$ cat src/rtl/robsmult_n.sv
// -----------------------------------------------------------------------------
// robsmult_n
// Sequential Robertson multiplier, one multiplier bit per clock, with a
// start/done handshake and a per-operation signed/unsigned mode.
// Signed operations run add-shift steps for the low WIDTH-1 bits.
// The sign bit is then handled by a final subtract-shift step.
//
// Ports:
//   clk          system clock, rising edge
//   reset        synchronous active-high reset
//   start        request a multiply; only sampled while busy=0
//   signed_mode  1 = two's complement operands, 0 = unsigned (captured on start)
//   multiplier   operand X (captured on start)
//   multiplicand operand Y (captured on start)
//   busy         high while iterating / correcting
//   done         one-cycle pulse when product becomes valid
//   product      2*WIDTH-bit result, held until the next completion
// -----------------------------------------------------------------------------
module robsmult_n #(
    parameter int WIDTH = 8
) (
    input  logic                 clk,
    input  logic                 reset,
    input  logic                 start,
    input  logic                 signed_mode,
    input  logic [WIDTH-1:0]     multiplier,
    input  logic [WIDTH-1:0]     multiplicand,
    output logic                 busy,
    output logic                 done,
    output logic [2*WIDTH-1:0]   product
);

    localparam int CW = $clog2(WIDTH);

    localparam logic [1:0] IDLE    = 2'd0;
    localparam logic [1:0] ITER    = 2'd1;
    localparam logic [1:0] CORRECT = 2'd2;
    localparam logic [1:0] DONE    = 2'd3;

    logic [1:0]         state_r;
    logic [WIDTH-1:0]   y_r;
    logic [WIDTH:0]     a_r;
    logic [WIDTH-1:0]   q_r;
    logic               f_r;
    logic [CW-1:0]      cnt_r;
    logic               mode_r;
    logic               busy_r;
    logic               done_r;
    logic [2*WIDTH-1:0] product_r;

    logic [WIDTH+1:0]   a_wide_s;
    logic [WIDTH+1:0]   y_wide_s;
    logic [WIDTH+1:0]   sum_s;
    logic               f_upd_s;
    logic               ext_s;
    logic [WIDTH:0]     a_shift_s;
    logic [WIDTH-1:0]   q_shift_s;
    logic               accept_s;

    assign busy    = busy_r;
    assign done    = done_r;
    assign product = product_r;

    // A new operation is accepted from IDLE or in the DONE cycle (back-to-back)
    assign accept_s = start & ((state_r == IDLE) | (state_r == DONE));

    // Add/subtract-and-shift datapath for one multiplier bit
    always_comb begin
        a_wide_s  = {(WIDTH+2){1'b0}};
        y_wide_s  = {(WIDTH+2){1'b0}};
        sum_s     = {(WIDTH+2){1'b0}};
        f_upd_s   = f_r;
        ext_s     = 1'b0;
        a_shift_s = {(WIDTH+1){1'b0}};
        q_shift_s = {WIDTH{1'b0}};

        // Extra top bit lets the unsigned carry-out be observed directly
        if (mode_r) begin
            a_wide_s = {a_r[WIDTH], a_r};
            y_wide_s = {{2{y_r[WIDTH-1]}}, y_r};
        end else begin
            a_wide_s = {1'b0, a_r};
            y_wide_s = {2'b00, y_r};
        end

        if (q_r[0]) begin
            if ((state_r == CORRECT) && mode_r) begin
                sum_s = a_wide_s - y_wide_s;
            end else begin
                sum_s = a_wide_s + y_wide_s;
            end
            f_upd_s = f_r | (mode_r & y_r[WIDTH-1]);
        end else begin
            sum_s   = a_wide_s;
            f_upd_s = f_r;
        end

        // During ITER the signed partial product is negative exactly when a
        // negative Y has been added at least once, which is what F records.
        // The correction subtract can flip the sign, so it uses S's sign bit.
        if (mode_r) begin
            if (state_r == CORRECT) begin
                ext_s = sum_s[WIDTH];
            end else begin
                ext_s = f_upd_s;
            end
        end else begin
            ext_s = sum_s[WIDTH+1];
        end

        a_shift_s = {ext_s, sum_s[WIDTH:1]};
        q_shift_s = {sum_s[0], q_r[WIDTH-1:1]};
    end

    // Control FSM, operand capture, iteration registers and product register
    always_ff @(posedge clk) begin
        if (reset) begin
            state_r   <= IDLE;
            y_r       <= {WIDTH{1'b0}};
            a_r       <= {(WIDTH+1){1'b0}};
            q_r       <= {WIDTH{1'b0}};
            f_r       <= 1'b0;
            cnt_r     <= {CW{1'b0}};
            mode_r    <= 1'b0;
            busy_r    <= 1'b0;
            done_r    <= 1'b0;
            product_r <= {(2*WIDTH){1'b0}};
        end else begin
            case (state_r)
                IDLE, DONE: begin
                    if (accept_s) begin
                        y_r     <= multiplicand;
                        q_r     <= multiplier;
                        a_r     <= {(WIDTH+1){1'b0}};
                        f_r     <= 1'b0;
                        mode_r  <= signed_mode;
                        cnt_r   <= CW'(WIDTH - 2);
                        state_r <= ITER;
                        busy_r  <= 1'b1;
                        done_r  <= 1'b0;
                    end else begin
                        state_r <= IDLE;
                        busy_r  <= 1'b0;
                        done_r  <= 1'b0;
                    end
                end
                ITER: begin
                    a_r    <= a_shift_s;
                    q_r    <= q_shift_s;
                    f_r    <= f_upd_s;
                    busy_r <= 1'b1;
                    done_r <= 1'b0;
                    if (cnt_r == {CW{1'b0}}) begin
                        state_r <= CORRECT;
                    end else begin
                        cnt_r <= cnt_r - CW'(1);
                    end
                end
                CORRECT: begin
                    a_r       <= a_shift_s;
                    q_r       <= q_shift_s;
                    f_r       <= f_upd_s;
                    product_r <= {a_shift_s[WIDTH-1:0], q_shift_s};
                    state_r   <= DONE;
                    busy_r    <= 1'b0;
                    done_r    <= 1'b1;
                end
                default: begin
                    state_r <= IDLE;
                    busy_r  <= 1'b0;
                    done_r  <= 1'b0;
                end
            endcase
        end
    end

endmodule

$ cat config.mk
export PLATFORM = sky130hd
export DESIGN_NAME = robsmult_n
export DESIGN_NICKNAME = d
export VERILOG_FILES = /design/src/rtl/robsmult_n.sv
export SDC_FILE = /design/constraint.sdc
export NUM_CORES = 1
export LEC_CHECK = 0
export CAP_MARGIN = 20
export CORE_ASPECT_RATIO = 0.5
export CORE_MARGIN = 10
export CORE_UTILIZATION = 50
export CTS_CLUSTER_SIZE = 28
export DETAILED_ROUTE_END_ITERATION = 8
export PLACE_DENSITY = 0.74
export SYNTH_ARGS = -nofsm -noshare
export SYNTH_HDL_FRONTEND = slang
export SYNTH_SLANG_ARGS = --single-unit
export TNS_END_PERCENT = 100
$ cat constraint.sdc
create_clock -name clk -period 4.35 [get_ports clk]
set_input_delay 1.305 -clock clk [delete_from_list [all_inputs] [get_ports clk]]
set_output_delay 1.305 -clock clk [all_outputs]
set_load 0.005 [all_outputs]
==> flow_metrics.tcl, run 1 <==
set metrics [dict create \
    ys_seq_area_frac 0.367 \
    fmax_mhz 324 \
    ios 38 \
    cts_sinks 50 \
    ys_warn_count 0 \
    syn_nets 361 \
    vias_per_cell 5.64 \
    total_power_mw 2.22 \
    synth.avg_cell_area_um2 8.37 \
    multiInputGateArea_um2 1590 \
    power_frac_clock 0.137 \
    yosysMostFrequentCell "dfxtp_1" \
    syn_inst 326 \
    num-nets-final 390 \
    hold_path.class "flip-flop to flip-flop" \
    period_needed_ns 3.08 \
    crit_required_ns 4.56 \
    finalSetupViolCount 0 \
    finalWirelength_um 6410 \
    synth_edf_count 0 \
    io_buffers 37 \
    max_slew_margin 0.413 \
    grt_max_degree 43 \
    grt_pass1_vias 2267 \
    synth.area.top_cells "dfxtp_1, mux2i_1, ha_1" \
    grt_use_total 0.140 \
    hold_viol 0 \
    area_growth_pct 18.5 \
    numCtsBuffers 5 \
    p_comb_frac 0.552 \
    clk_path_buf_depth 2 \
    netlist_area_um2 2730 \
    die_y_um 72.2 \
    hpwl_um 4660 \
    overflow 0 \
    ir_worst_vdd_mv 0.293 \
    htreeDepth 2 \
    firstDrtPassIters 4 \
    grt_pass1_wl_um 10800 \
    postRouteAntennaNets 0 \
    maxCapViolCount 0 \
    drive_gt1_frac 0.0506 \
    start_kind "flip-flop" \
    postCtsResizedCells 0 \
    finalSetupTns_ns 0 \
    core-area_um2 5090 \
    placed_cell_area_um2 3130 \
    rows 18 \
    crit_type "flip-flop to flip-flop" \
    fillers 459 \
    internal-power_mw 1.25 \
    finalCritPeriodShare 0.709 \
    worstMarginPinSlew_ns 0.880 \
    worst-path-max-fanout 11 \
    routabilityCongestion 0.874 \
    synth-seq-cells 50 \
    outcome "finished, final reports clean" \
    worst_slack_ns 1.27 \
    synth_top_cell_area_share 0.367 \
    post-cts-setup-buffer-count 0 \
    wl_per_cell_um 15.0 \
    clk_latency_ns 0.32 \
    place_ws_ns 1.03 \
    start_util 0.536 \
    synth_common_cells "dfxtp_1, nor2_1, nand2_1, a21oi_1, mux2i_1" \
    synthFlopType "dfxtp_1" \
    seq_area_um2 1000 \
    via_count 2403 \
    async_flop_share 0 \
    slew_violations 0 \
    synth_cell_types 52 \
    die_width_um 124 \
    synth_top_area_cell "dfxtp_1" \
    finClkSkew_ns 0.00519 \
    rsz0062_at_grt "no" \
    hold_buffers 0 \
    tritoncts "done" \
    antenna_found_initial 0 \
    hold_slack_ns 0.461 \
    design_area_um2 3230 \
    clk_pin_slew_ns 0.10 \
    p_seq_frac 0.310 \
    drtIter0Drc 150 \
    critPathArrivalTime_ns 3.29 \
    drc_errors 0 \
    p_switching_uw 970 \
    die_area_um2 8990 \
    root_buffer "clkbuf_8" \
    swShare 0.438 \
    p_per_area_nw_per_um2 686 \
    leakagePower_nw 1.22 \
    antenna_cells 0 \
    setup.worst_path.end_class "flip-flop" \
]
metrics by stage:
stage                     utilization  cells
after floorplan                     -    326
after global placement          0.616    418
after detailed placement        0.616    418
after CTS                       0.635    426
after global routing            0.635    426
final                           0.635    426
area by class of cell:
class	instances	share of cell area
Inverter	14	0.0163
Clock buffer	5	0.0213
Tap cell	70	0.0271
Clock inverter	3	0.00890
Multi-Input combinational cell	243	0.493
Timing Repair Buffer	41	0.124
Sequential cell	50	0.310
power groups by stage:
stage | combinational, mW | sequential, mW | clock, mW
6_report | 1.22 | 0.688 | 0.304
5_1_grt | 1.38 | 0.706 | 0.331
4_1_cts | 1.22 | 0.687 | 0.310
3_5_place_dp | 1.21 | 0.697 | 0
3_3_place_gp | 1.17 | 0.692 | 0
2_1_floorplan | 0.932 | 0.670 | 0
critical path, stage by stage, from the launching register on:
cell,delay (ns)
dfxtp_1,0.34
inv_1,0.06
ha_1,0.42
and2_1,0.31
nor2_1,0.09
xnor2_1,0.14
ha_1,0.37
o21a_1,0.12
o31a_1,0.25
o21ai_1,0.17
a221o_1,0.34
or3_1,0.36
worst paths after layout:
| kind | from | to | slack (ns) | depth (start not counted) |
|---|---|---|---|---|
| max | state_r[0] | a_r[8] | 1.27 | 11 |
| min | f_r | f_r | 0.46 | 2 |
| max reg2reg | state_r[0] | a_r[8] | 1.27 | 11 |
| min reg2reg | f_r | f_r | 0.46 | 2 |
sequential cells by signal, indices dropped and copies added, names as in the netlist:
register and count:
a_r 9, busy 1, cnt_r 3, done 1, f_r 1, mode_r 1
product 16, q_r 8, state_r 2, y_r 8
cell usage in the layout (no fill, tap or decap), types with 5 or more instances in the layout:
cell and n:
nand2_1 32, clkbuf_8 5, o21ai_0 5, nand2b_1 7, nor2b_1 6, a21oi_1 31
xnor2_1 7, mux2i_1 20, nor2_1 44, clkdlybuf4s50_1 37, ha_1 14, inv_1 14
a211oi_1 18, dfxtp_1 50, a311oi_1 6
cells by family (layout without fill, tap and decap cells):
group / after synthesis / after routing / synth area share
AOI/OAI and AO/OA: 80 / 80 / 0.194
xor gates and xnor gates: 9 / 9 / 0.0289
adders and majority gates: 15 / 15 / 0.0716
buffers and inverters: 33 / 63 / 0.0491
DFF: 50 / 50 / 0.367
muxes: 21 / 21 / 0.0775
and+or+nand+nor: 118 / 118 / 0.211
metal layers:
layer,global-route usage,vias up,wire length [um]
met5,0,-,0
met4,0.0436,0,69
met3,0.0486,9,479
met2,0.222,67,2870
met1,0.177,1120,2980
li1,-,1207,-
(Power assumes the default switching activity.)
==> inputs of run 2 (changes only) <==
==> constraint.sdc (replaced) <==
create_clock -name clk -period 3.1 [get_ports clk]
set_input_delay 0.93 -clock clk [delete_from_list [all_inputs] [get_ports clk]]
set_output_delay 0.93 -clock clk [all_outputs]
set_load 0.005 [all_outputs]
==> run 2 against run 1 <==
Effect of this change:
- highest routed layer unchanged
- first-iteration DRC count up 2.7%
- utilization up 1.6 points
- cell count up 1.6%
- total power up 47%
- register-to-register slack worse by 1.1 ns
- fmax up 6.7%
- setup slack worse by 1.1 ns
- critical path type unchanged
- die area unchanged
- non-clock buffer count up 7
- sequential power up 41%
- flip-flop and latch count unchanged
- global-route usage up 0.19 points
==> flow_metrics.tcl, run 2 (same netlist as run 1, synthesis figures left out) <==
set metrics [dict create \
    start_util 0.536 \
    swShare 0.424 \
    hpwl_um 4840 \
    antenna_cells 0 \
    drive_gt1_frac 0.0771 \
    slew_violations 0 \
    fmax_mhz 346 \
    worst-path-max-fanout 7 \
    largest_register_ff_count 16 \
    critPathArrivalTime_ns 3.08 \
    num-nets-final 397 \
    layout_common_cells "dfxtp_1, nor2_1, clkdlybuf4s50_1, nand2_1, a21oi_1" \
    hold_path.class "flip-flop to flip-flop" \
    wl_met3_um 555 \
    layout_commonest_cell "dfxtp_1" \
    setup.worst_path.end_class "flip-flop" \
    maxCapViolCount 0 \
    io_buffers 37 \
    rows 18 \
    drc_errors 0 \
    leakagePower_nw 1.26 \
    core-area_um2 5090 \
    grt_pass1_wl_um 11000 \
    wl_per_cell_um 15.4 \
    vias_per_cell 5.73 \
    p_per_area_nw_per_um2 986 \
    finalSetupViolCount 0 \
    wl_met1_um 3020 \
    max_slew_margin 0.633 \
    area_growth_pct 21.5 \
    clk_latency_ns 0.30 \
    period_needed_ns 2.89 \
    overflow 0 \
    drtIter0Drc 154 \
    fin_util 0.651 \
    die_area_um2 8990 \
    start_kind "flip-flop" \
    internal-power_mw 1.88 \
    crit_type "flip-flop to flip-flop" \
    p_switching_mw 1.38 \
    clk_pin_slew_ns 0.10 \
    hold_viol 0 \
    postRouteAntennaNets 0 \
    finalSetupTns_ns 0 \
    p_comb_frac 0.557 \
    clk_path_buf_depth 2 \
    die_width_um 124 \
    finalWirelength_um 6660 \
    power_frac_clock 0.146 \
    grt_pass1_vias 2256 \
    via_count 2481 \
    htreeDepth 2 \
    crit_required_ns 3.29 \
    antenna_found_initial 0 \
    root_buffer "clkbuf_8" \
    ir_worst_vdd_mv 0.408 \
    p_seq_frac 0.297 \
    tritoncts "done" \
    ios 38 \
    finClkSkew_ns 0.00850 \
    die_y_um 72.2 \
    finalCritPeriodShare 0.932 \
    worstMarginPinSlew_ns 0.543 \
    post-cts-setup-buffer-count 0 \
    outcome "finished, final reports clean" \
    routabilityCongestion 0.869 \
    cts_sinks 50 \
    firstDrtPassIters 5 \
    grt_use_total 0.142 \
    grt_max_degree 43 \
    numCtsBuffers 5 \
    dr_wl_met2_um 3010 \
    rsz0062_at_grt "no" \
    highest_layer "met4" \
]
[run 2: cell count changes in the layout (fill, tap and decap cells not counted)]
cell | previous run | this run
o21ai_2 | 0 | 1
a21oi_2 | 0 | 1
bufinv_16 | 0 | 1
o21ai_1 | 1 | 0
buf_4 | 4 | 11
ha_2 | 0 | 1
a21oi_1 | 31 | 30
ha_1 | 14 | 13
inv_8 | 1 | 0
[run 2: final timing paths]
check	start	cells after the start	end	slack, ns
worst max-delay path	y_r[1]	12	a_r[8]	0.21
worst min-delay path	f_r	2	f_r	0.48
worst max register to register	y_r[1]	12	a_r[8]	0.21
worst min register to register	f_r	2	f_r	0.48
[run 2: final cells by class]
class                           instances  area, um2
Clock buffer                            5       68.8
Clock inverter                          3       47.5
Fill cell                             442       1780
Inverter                               14       52.6
Multi-Input combinational cell        243       1600
Sequential cell                        50       1000
Tap cell                               70       87.6
Timing Repair Buffer                   48        453
[run 2: through the flow]
| stage | instance area [um2] | hold slack [ns] | std cells | power [mW] | setup slack (ns) |
|---|---|---|---|---|---|
| floorplan | 2730 | 0.432 | 326 | 2.25 | 0.486 |
| global placement | 3190 | 0.440 | 425 | 2.67 | 0.378 |
| detailed placement | 3190 | 0.453 | 425 | 2.74 | 0.254 |
| CTS | 3300 | 0.472 | 433 | 3.24 | 0.168 |
| global route | 3310 | 0.490 | 433 | 3.53 | 0.0574 |
| finish | 3310 | 0.475 | 433 | 3.27 | 0.209 |
[run 2: timing repair]
item,CTS,global route
hold endpoints to repair,0,0
gates resized for setup,0,3
setup endpoints to repair,0,2
hold buffers,0,0
[run 2: metal layers]
| metal | vias up | global-route usage |
|---|---|---|
| met2 | 90 | 0.221 |
| met4 | 0 | 0.0411 |
| met5 | - | 0 |
| li1 | 1235 | - |
| met1 | 1148 | 0.181 |
| met3 | 8 | 0.0529 |
[run 2: worst max-delay path, cell delays in order, from the launching register on]
cell     delay, ns
dfxtp_1       0.43
inv_1         0.07
ha_1          0.19
nor3b_1       0.14
buf_4         0.14
a21oi_1       0.17
xnor2_1       0.11
ha_2          0.42
nand2_1       0.07
o21ai_0       0.22
o21ai_2       0.11
a221o_1       0.34
or3_1         0.38
[run 2: power by group through the flow]
stage	combinational [mW]	clock (mW)	sequential, mW
floorplan	1.31	0	0.940
global placement	1.70	0	0.970
detailed placement	1.76	0	0.980
CTS	1.78	0.488	0.967
global route	2.01	0.524	0.994
finish	1.82	0.478	0.969
==> inputs of run 3 (changes only) <==
--- a/config.mk
+++ b/config.mk
@@ -5,6 +5,7 @@
 export SDC_FILE = /design/constraint.sdc
 export NUM_CORES = 1
 export LEC_CHECK = 0
+export ABC_AREA = 1
 export CAP_MARGIN = 20
 export CORE_ASPECT_RATIO = 0.5
 export CORE_MARGIN = 10
@@ -15,4 +16,3 @@
 export SYNTH_ARGS = -nofsm -noshare
 export SYNTH_HDL_FRONTEND = slang
 export SYNTH_SLANG_ARGS = --single-unit
-export TNS_END_PERCENT = 100
==> run 3 against run 2 <==
Effect of this change:
- fmax increased by 12%
- setup slack improved by 0.30 ns
- combinational power fell by 8%
- critical endpoint unchanged
- via count increased by 0.52%
- routed wire length is 0.99% higher
- first-iteration DRC count is 19% lower
- global-route usage increased by 0.76 points
- register-to-register slack better by 0.30 ns
==> flow_metrics.tcl, run 3 <==
set metrics [dict create \
    rows 18 \
    setup.worst_path.end_class "flip-flop" \
    cpMostUsedCell "inv_1" \
    start_util 0.535 \
    netlist_area_um2 2720 \
    synth-seq-cells 50 \
    fillers 454 \
    synth_edf_count 0 \
    clk_path_buf_depth 2 \
    period_needed_ns 2.59 \
    numCtsBuffers 5 \
    syn_nets 421 \
    ys_warn_count 0 \
    slowest_stage "dfxtp_1" \
    synth_cell_types 36 \
    slew_violations 0 \
    synth_top_area_cell "dfxtp_1" \
    layout_common_cells "nand2_1, dfxtp_1, inv_1, nor2_1, clkdlybuf4s50_1" \
    leakagePower_nw 1.46 \
    syn_inst 386 \
    start_kind "flip-flop" \
    critPathArrivalTime_ns 2.84 \
    finClkSkew_ns 0.00463 \
    worstMarginPinSlew_ns 0.892 \
    via_count 2494 \
    hold_viol 0 \
    placed_cell_area_um2 3130 \
    clk_latency_ns 0.31 \
    io_buffers 37 \
    hpwl_um 4980 \
    overflow 0 \
    synth_top_cell_area_share 0.368 \
    wl_per_cell_um 13.8 \
    ir_worst_vdd_mv 0.453 \
    design_area_um2 3230 \
    crit_required_ns 3.35 \
    clk_pin_slew_ns 0.09 \
    outcome "finished, final reports clean" \
    tritoncts "done" \
    routabilityCongestion 0.940 \
    core-area_um2 5090 \
    firstDrtPassIters 4 \
    worstPathCellList "inv_1, ha_1, inv_1, nor3_1, inv_1, o31ai_1, xor2_1, ha_1, nand2_1, inv_1, a21oi_1, nand3_1, nand3_2, nand3_2, nand2_1, nand3_2, a21oi_2" \
    async_flop_share 0 \
    hold_buffers 0 \
    finalSetupTns_ns 0 \
    antenna_cells 0 \
    die_width_um 124 \
    p_per_area_nw_per_um2 953 \
    num-nets-final 454 \
    cts_sinks 50 \
    stdcell_count 489 \
    grt_max_degree 32 \
    root_buffer "clkbuf_8" \
    drtIter0Drc 124 \
    ys_seq_area_frac 0.368 \
    seq_area_um2 1000 \
    synthFlopType "dfxtp_1" \
    htreeDepth 2 \
    drc_errors 0 \
    synth_common_cells "nand2_1, dfxtp_1, inv_1, nor2_1, o21ai_0" \
    die_y_um 72.2 \
    hold_path.class "flip-flop to flip-flop" \
    worst-path-max-fanout 4 \
    crit_type "flip-flop to flip-flop" \
    finalCritPeriodShare 0.836 \
    layout_commonest_cell "nand2_1" \
    place_ws_ns 0.471 \
    area_growth_pct 18.8 \
    ios 38 \
    postRouteAntennaNets 0 \
    finalSetupViolCount 0 \
    hold_slack_ns 0.492 \
    synth.avg_cell_area_um2 7.05 \
    worst_slack_ns 0.508 \
    fmax_mhz 386 \
    post-cts-setup-buffer-count 0 \
    timing.critical_path.slowest_cell_delay_ns 0.32 \
    largest_register_ff_count 16 \
    die_area_um2 8980 \
    postCtsResizedCells 0 \
    max_slew_margin 0.405 \
    antenna_found_initial 0 \
    dp_cells 482 \
    synth.area.top_cells "dfxtp_1, nand2_1, inv_1" \
    maxCapViolCount 0 \
    yosysMostFrequentCell "nand2_1" \
    drive_gt1_frac 0.0835 \
    rsz0062_at_grt "no" \
    grt_use_total 0.150 \
    grt_pass1_wl_um 11400 \
    finalWirelength_um 6730 \
    vias_per_cell 5.10 \
    grt_pass1_vias 2414 \
    multiInputGateArea_um2 1460 \
]
-- run 3: where the power goes --
part	switching [mW]	internal (mW)	leakage [nW]
Clock	0.224	0.238	0.0542
Combinational	1.03	0.648	1.00
Sequential	0.127	0.813	0.410
Total	1.38	1.70	1.46
-- run 3: logic make-up (layout without fill, tap and decap cells) --
logic type / Yosys count / in the layout / synth area share
and+or+nand+nor: 172 / 172 / 0.278
AOI/OAI and AO/OA: 77 / 77 / 0.160
buffers and inverters: 64 / 97 / 0.0970
DFF: 50 / 50 / 0.368
adders and majority gates: 15 / 15 / 0.0717
xor gates and xnor gates: 8 / 8 / 0.0257
-- run 3: path summary, 6_finish.rpt --
path                             startpoint           to  slack, ns  depth (start not counted)
worst max-delay path                 y_r[0]       a_r[8]       0.51                         17
worst min-delay path            product[12]  product[12]       0.49                          2
worst max register to register       y_r[0]       a_r[8]       0.51                         17
worst min register to register  product[12]  product[12]       0.49                          2
-- run 3: area by class of cell --
| type | count | area share |
|---|---|---|
| timing repair buffer | 40 | 0.121 |
| clock inverter | 2 | 0.0120 |
| inverter | 50 | 0.0580 |
| tap | 70 | 0.0271 |
| clock buffer | 5 | 0.0213 |
| multi-input combinational | 272 | 0.451 |
| sequential | 50 | 0.309 |
-- run 3: worst max-delay path: cells and delay by family (launching register included) --
kind                     cells  cell delay, ns
AO/OA/AOI/OAI                3            0.62
XOR/XNOR                     1            0.19
adder cells (fa/ha/maj)      2            0.44
buffers and inverters        4            0.26
flip-flops                   1            0.32
AND/OR/NAND/NOR              7            0.71
-- run 3: per-stage QoR --
| step | total power [mW] | util |
|---|---|---|
| final | 3.08 | 0.635 |
| after global routing | 3.38 | 0.635 |
| after CTS | 3.09 | 0.635 |
| after detailed placement | 2.62 | 0.614 |
| after global placement | 2.56 | 0.614 |
| after floorplan | 2.18 | - |
-- run 3: routing by layer --
layer  vias to the layer above  GRT usage  share of wire
met2                        43      0.251           0.45
met5                         -          0              0
met4                         0     0.0539          0.012
li1                       1307          -              -
met1                      1137      0.187           0.48
met3                         7     0.0341          0.057
==> variant 1, RTL diff (config.mk and constraints of run 1) <==
Register the inputs `start`, `signed_mode`, `multiplier` and `multiplicand` before use, without a reset. The logic sees them one clock later.
--- a/src/rtl/robsmult_n.sv
+++ b/src/rtl/robsmult_n.sv
@@ -39,2 +39,14 @@
 
+    logic start_q;
+    logic signed_mode_q;
+    logic [WIDTH-1:0] multiplier_q;
+    logic [WIDTH-1:0] multiplicand_q;
+
+    always_ff @(posedge clk) begin
+        start_q        <= start;
+        signed_mode_q  <= signed_mode;
+        multiplier_q   <= multiplier;
+        multiplicand_q <= multiplicand;
+    end
+
     logic [1:0]         state_r;
@@ -64,3 +76,3 @@
     // A new operation is accepted from IDLE or in the DONE cycle (back-to-back)
-    assign accept_s = start & ((state_r == IDLE) | (state_r == DONE));
+    assign accept_s = start_q & ((state_r == IDLE) | (state_r == DONE));
 
@@ -131,7 +143,7 @@
                     if (accept_s) begin
-                        y_r     <= multiplicand;
-                        q_r     <= multiplier;
+                        y_r     <= multiplicand_q;
+                        q_r     <= multiplier_q;
                         a_r     <= {(WIDTH+1){1'b0}};
                         f_r     <= 1'b0;
-                        mode_r  <= signed_mode;
+                        mode_r  <= signed_mode_q;
                         cnt_r   <= CW'(WIDTH - 2);
Check against the original RTL: not equivalent (a bounded check fails within 4 cycles, from zero or initial values and one cycle with reset high).
==> variant 1 against run 1 <==
- sequential cell count is 18 higher
- first-iteration DRC count fell by 0.67%
- synthesized area grew 15%
- hold slack lost 0.032 ns
- worst setup slack improved by 0.090 ns
- routed wire length up 10%
- design area rose by 18%
- total power is 31% higher
==> variant 1: results (changes against run 1) <==
Synth cell types 44 (-15%); vias in the first global route 2,492 (+9.9%); global-route wire length before repair 11.7 mm (+9.1%); largest net degree at the start of global routing 39 (-9.3%); r2r worst-path depth 12 (+1); worst slack at placement 1.46 ns (+0.430 ns); Post-synth top cells 68 x dfxtp_1, 42 x nor2_1, 34 x nand2_1; Filler cells 519 (+13%); top post-synthesis cells by area dfxtp_1 43%, ha_1 5.6%, mux2i_1 5.4%; Seq/Total Area, Yosys 43.3% (+6.6 points); Total Nets Final 407 (+4.4%); worst-path fanout max 7 (-4); HP Class flop to flop; Clock Root Buffer clkbuf_16; syn_nets 376 (+4.2%); met3 WL 459 um (-4.2%); total CTS buffers 9 (+4); DPL Wire Length 4.83 mm (+3.5%); Max Clock Skew 0.00428 ns (-0.000909 ns); non-filler cells, final 465 (+9.2%); layout cells sized above 1 7.43% (+2.4 points); Max H-tree Level 3 (+1); Crit path arrival time 3.21 ns (-0.08 ns); Leak Pwr 0.00145 uW (+19%); Final GP Congestion 0.866 (-0.93%); Overall Global Routing Usage 14.0% (about the same); DRT iter0 DRCs 149 (-0.67%); Detailed Route WL 7.06 mm (+10%); area post-placement 3480 um^2 (+11%); outcome complete, no violations; Slew Limit Headroom 36.8% (-4.5 points); Reg clk slew, reported paths 0.06 ns (-0.04 ns); DR vias/cell 5.42 (-4.0%); met2 WL 3.33 mm (+16%); Max VDD drop 279 uV (-4.6%)
[variant 1: cell type report]
cell class	count	area (um^2)	share of cell area, %
clock buffer	10	229	5.99
clock inverter	6	113	2.95
inverter	14	52.6	1.38
tap	88	110	2.88
sequential	68	1360	35.6
timing repair buffer	40	388	10.2
multi-input combinational	239	1570	41.0
[variant 1: power breakdown]
| part | internal, uW | switching, uW | total, uW | leakage (uW) |
|---|---|---|---|---|
| registers | 758 | 127 | 886 | 0.000561 |
| logic | 532 | 662 | 1190 | 0.000721 |
| clock network | 560 | 267 | 827 | 0.000167 |
[variant 1: worst max-delay path: stages, from the launching register on]
cell	delay, ns
dfxtp_1	0.33
inv_1	0.06
ha_1	0.40
nand2_1	0.16
o21ai_0	0.34
inv_1	0.08
ha_1	0.28
nor2b_1	0.18
o2111ai_1	0.17
a21oi_1	0.27
mux2i_1	0.28
a211oi_1	0.11
a31o_2	0.23
[variant 1: layer usage]
layer  track usage [%]  vias to the layer above
met5                 0                        -
met4              4.75                        0
met3              6.18                       12
met2              22.3                       73
met1              16.5                     1174
li1                  -                     1260
[variant 1: final timing paths]
path                          start     end  slack (ns)
hold / removal    multiplicand_q[4]  y_r[4]        0.43
hold reg to reg   multiplicand_q[4]  y_r[4]        0.43
setup reg to reg         state_r[0]  a_r[6]        1.36
setup / recovery         state_r[0]  a_r[6]        1.36
[variant 1: logic make-up (layout without fill, tap and decap cells)]
kind of cell             Yosys count  in the layout  share of synthesized area [%]
AND/OR/NAND/NOR                  112            112                           17.1
XOR/XNOR                           9              9                           2.51
multiplexers                      19             19                           6.14
buffers and inverters             34             70                           6.77
flip-flops                        68             68                           43.3
adder cells (fa/ha/maj)           15             15                           6.22
AO/OA/AOI/OAI                     84             84                           17.9
==> variant 2, RTL diff (flow settings as in run 1) <==
Without the edit above. The parameter `WIDTH` goes from 8 to 16.
--- a/src/rtl/robsmult_n.sv
+++ b/src/rtl/robsmult_n.sv
@@ -19,3 +19,3 @@
 module robsmult_n #(
-    parameter int WIDTH = 8
+    parameter int WIDTH = 16
 ) (
Interface: changed (resized multiplicand, multiplier and product); port bits go from 38 to 70. No check against the original RTL was run, so the function may have changed too.
==> variant 2 against run 1 <==
- sequential power grew 83%
- design area increased by 83%
- sequential cell count is 41 higher
- global-route usage grew 4.2 points
- routed wire length is 100% higher
- worst setup slack worse by 0.69 ns
- synthesized area is 77% higher
- hold slack improved by 0.0081 ns
- via count is 80% higher
- die area increased by 58%
- total power increased by 100%
- first-iteration DRC count grew to 2.7 times the old value
- largest cell class unchanged
==> variant 2: results (changes against run 1) <==
outcome complete, no violations; PortBufs 69 (+86%); Seq/Total Area, Yosys 37.8% (+1.1 points); global-route wire length before repair 21.1 mm (+96%); DR vias 4,333 (+80%); Total Nets Final 701 (+80%); fmax 265 MHz (-18%); DRT iter0 DRCs 405 (+170%); Synth warnings 0 (unchanged); Final GP Congestion 0.948 (+8.5%); max reg flops 32 (+16); reg2reg setup slack 0.57 ns (-0.69 ns); Reg clk slew, reported paths 0.07 ns (-0.03 ns); Max Clock Skew 0.0102 ns (+0.00502 ns); Filler cells 835 (+82%); largest net degree at the start of global routing 53 (+23%); layout cells sized above 1 4.78% (-0.27 points); worst slack at placement 0.643 ns (-0.386 ns); Critical Path Start y_r[2]; DPL Wire Length 9.26 mm (+99%); drt wl/cell 16.6 um (+10%); top post-synthesis cells by area dfxtp_1 38%, mux2i_1 7.9%, nor2_1 6.8%; vias in the first global route 3,995 (+76%); total CTS buffers 9 (+4); Max H-tree Level 3 (+1); syn_nets 650 (+80%); Post-synth top cells 91 x dfxtp_1, 87 x nor2_1, 67 x nand2_1; Leak Pwr 0.00226 uW (+85%); worst skew pair latency 0.34 ns (+0.02 ns); area post-placement 5610 um^2 (+79%); Max VDD drop 302 uV (+3.2%); r2r worst-path depth 12 (+1); Slew Limit Headroom 42.5% (+1.2 points); worst-path fanout max 7 (-4); Synth cell types 46 (-12%); Overall Global Routing Usage 18.2% (+4.2 points); Crit path arrival time 4.03 ns (+0.74 ns); endpoint of the worst register-to-register path product[31]; Clock Root Buffer clkbuf_16
==> variant 2: cell count changes after synthesis, sizes merged, moves of 11 or more <==
cell	before	now
xnor2	7	18
mux2i	20	38
clkbuf	12	31
nand2	33	67
a211oi	18	39
dfxtp	50	91
a21oi	31	56
nor2	44	87
==> variant 2: logic make-up (layout without fill, tap and decap cells) <==
family                   count (synthesis)  after routing  share of synthesized area (%)
AND/OR/NAND/NOR                        205            205                           18.3
AO/OA/AOI/OAI                          149            149                           20.3
flip-flops                              91             91                           37.8
buffers and inverters                   58            114                           4.69
multiplexers                            38             38                           7.88
XOR/XNOR                                29             29                           5.26
adder cells (fa/ha/maj)                 22             22                           5.86
==> variant 2: routing by layer <==
| metal | vias up | share of wire, % | track usage, % | routed length, um |
|---|---|---|---|---|
| met5 | - | 0 | 0 | 0 |
| met4 | 0 | 1.2 | 5.18 | 153 |
| met3 | 15 | 8.1 | 4.92 | 1060 |
| met2 | 142 | 39 | 25.3 | 5030 |
| met1 | 1991 | 52 | 26.5 | 6760 |
| li1 | 2185 | - | - | - |
==> variant 2: metrics by stage <==
stage	utilization, %	hold WS [ns]	total power, uW	cells
2_1_floorplan	-	0.457	3000	592
3_3_place_gp	59.6	0.457	3650	767
3_5_place_dp	59.6	0.465	3660	767
4_1_cts	62.8	0.476	4490	783
5_1_grt	62.8	0.501	4860	783
6_report	62.8	0.469	4510	783
==> variant 2: power by group <==
group | total [uW] | switching [uW] | leakage, uW | internal, uW
sequential | 1260 | 190 | 0.000745 | 1070
clock | 805 | 352 | 0.000145 | 453
combinational | 2450 | 1450 | 0.00137 | 1000
total | 4510 | 1990 | 0.00226 | 2520
==> variant 2: critical path, cell delays in order (launching register included) <==
cell	delay, ns
dfxtp_1	0.37
nor4_1	0.66
a31oi_1	0.33
o31ai_1	0.32
xor2_1	0.18
ha_1	0.32
nand2_1	0.15
o21ai_1	0.10
or3_1	0.37
a221oi_2	0.33
xnor2_1	0.20
a21oi_1	0.11
a211oi_1	0.24
==> variant 2: layout make-up <==
| class | count | area (um^2) | share of cell area, % |
|---|---|---|---|
| Clock buffer | 10 | 229 | 3.87 |
| Sequential cell | 91 | 1820 | 30.8 |
| Tap cell | 135 | 169 | 2.86 |
| Clock inverter | 6 | 71.3 | 1.21 |
| Multi-Input combinational cell | 443 | 2780 | 47.0 |
| Timing Repair Buffer | 78 | 766 | 13.0 |
| Inverter | 20 | 75.1 | 1.27 |
==> variant 2: worst min path at each step <==
stage                      from     endpoint  slack (ns)  depth (start not counted)
global placement    product[22]  product[22]        0.46                          2
finish              product[22]  product[22]        0.47                          2
detailed placement  product[22]  product[22]        0.46                          2
floorplan               y_r[13]      y_r[13]        0.46                          2
CTS                 product[22]  product[22]        0.48                          2
global route        product[22]  product[22]        0.50                          2
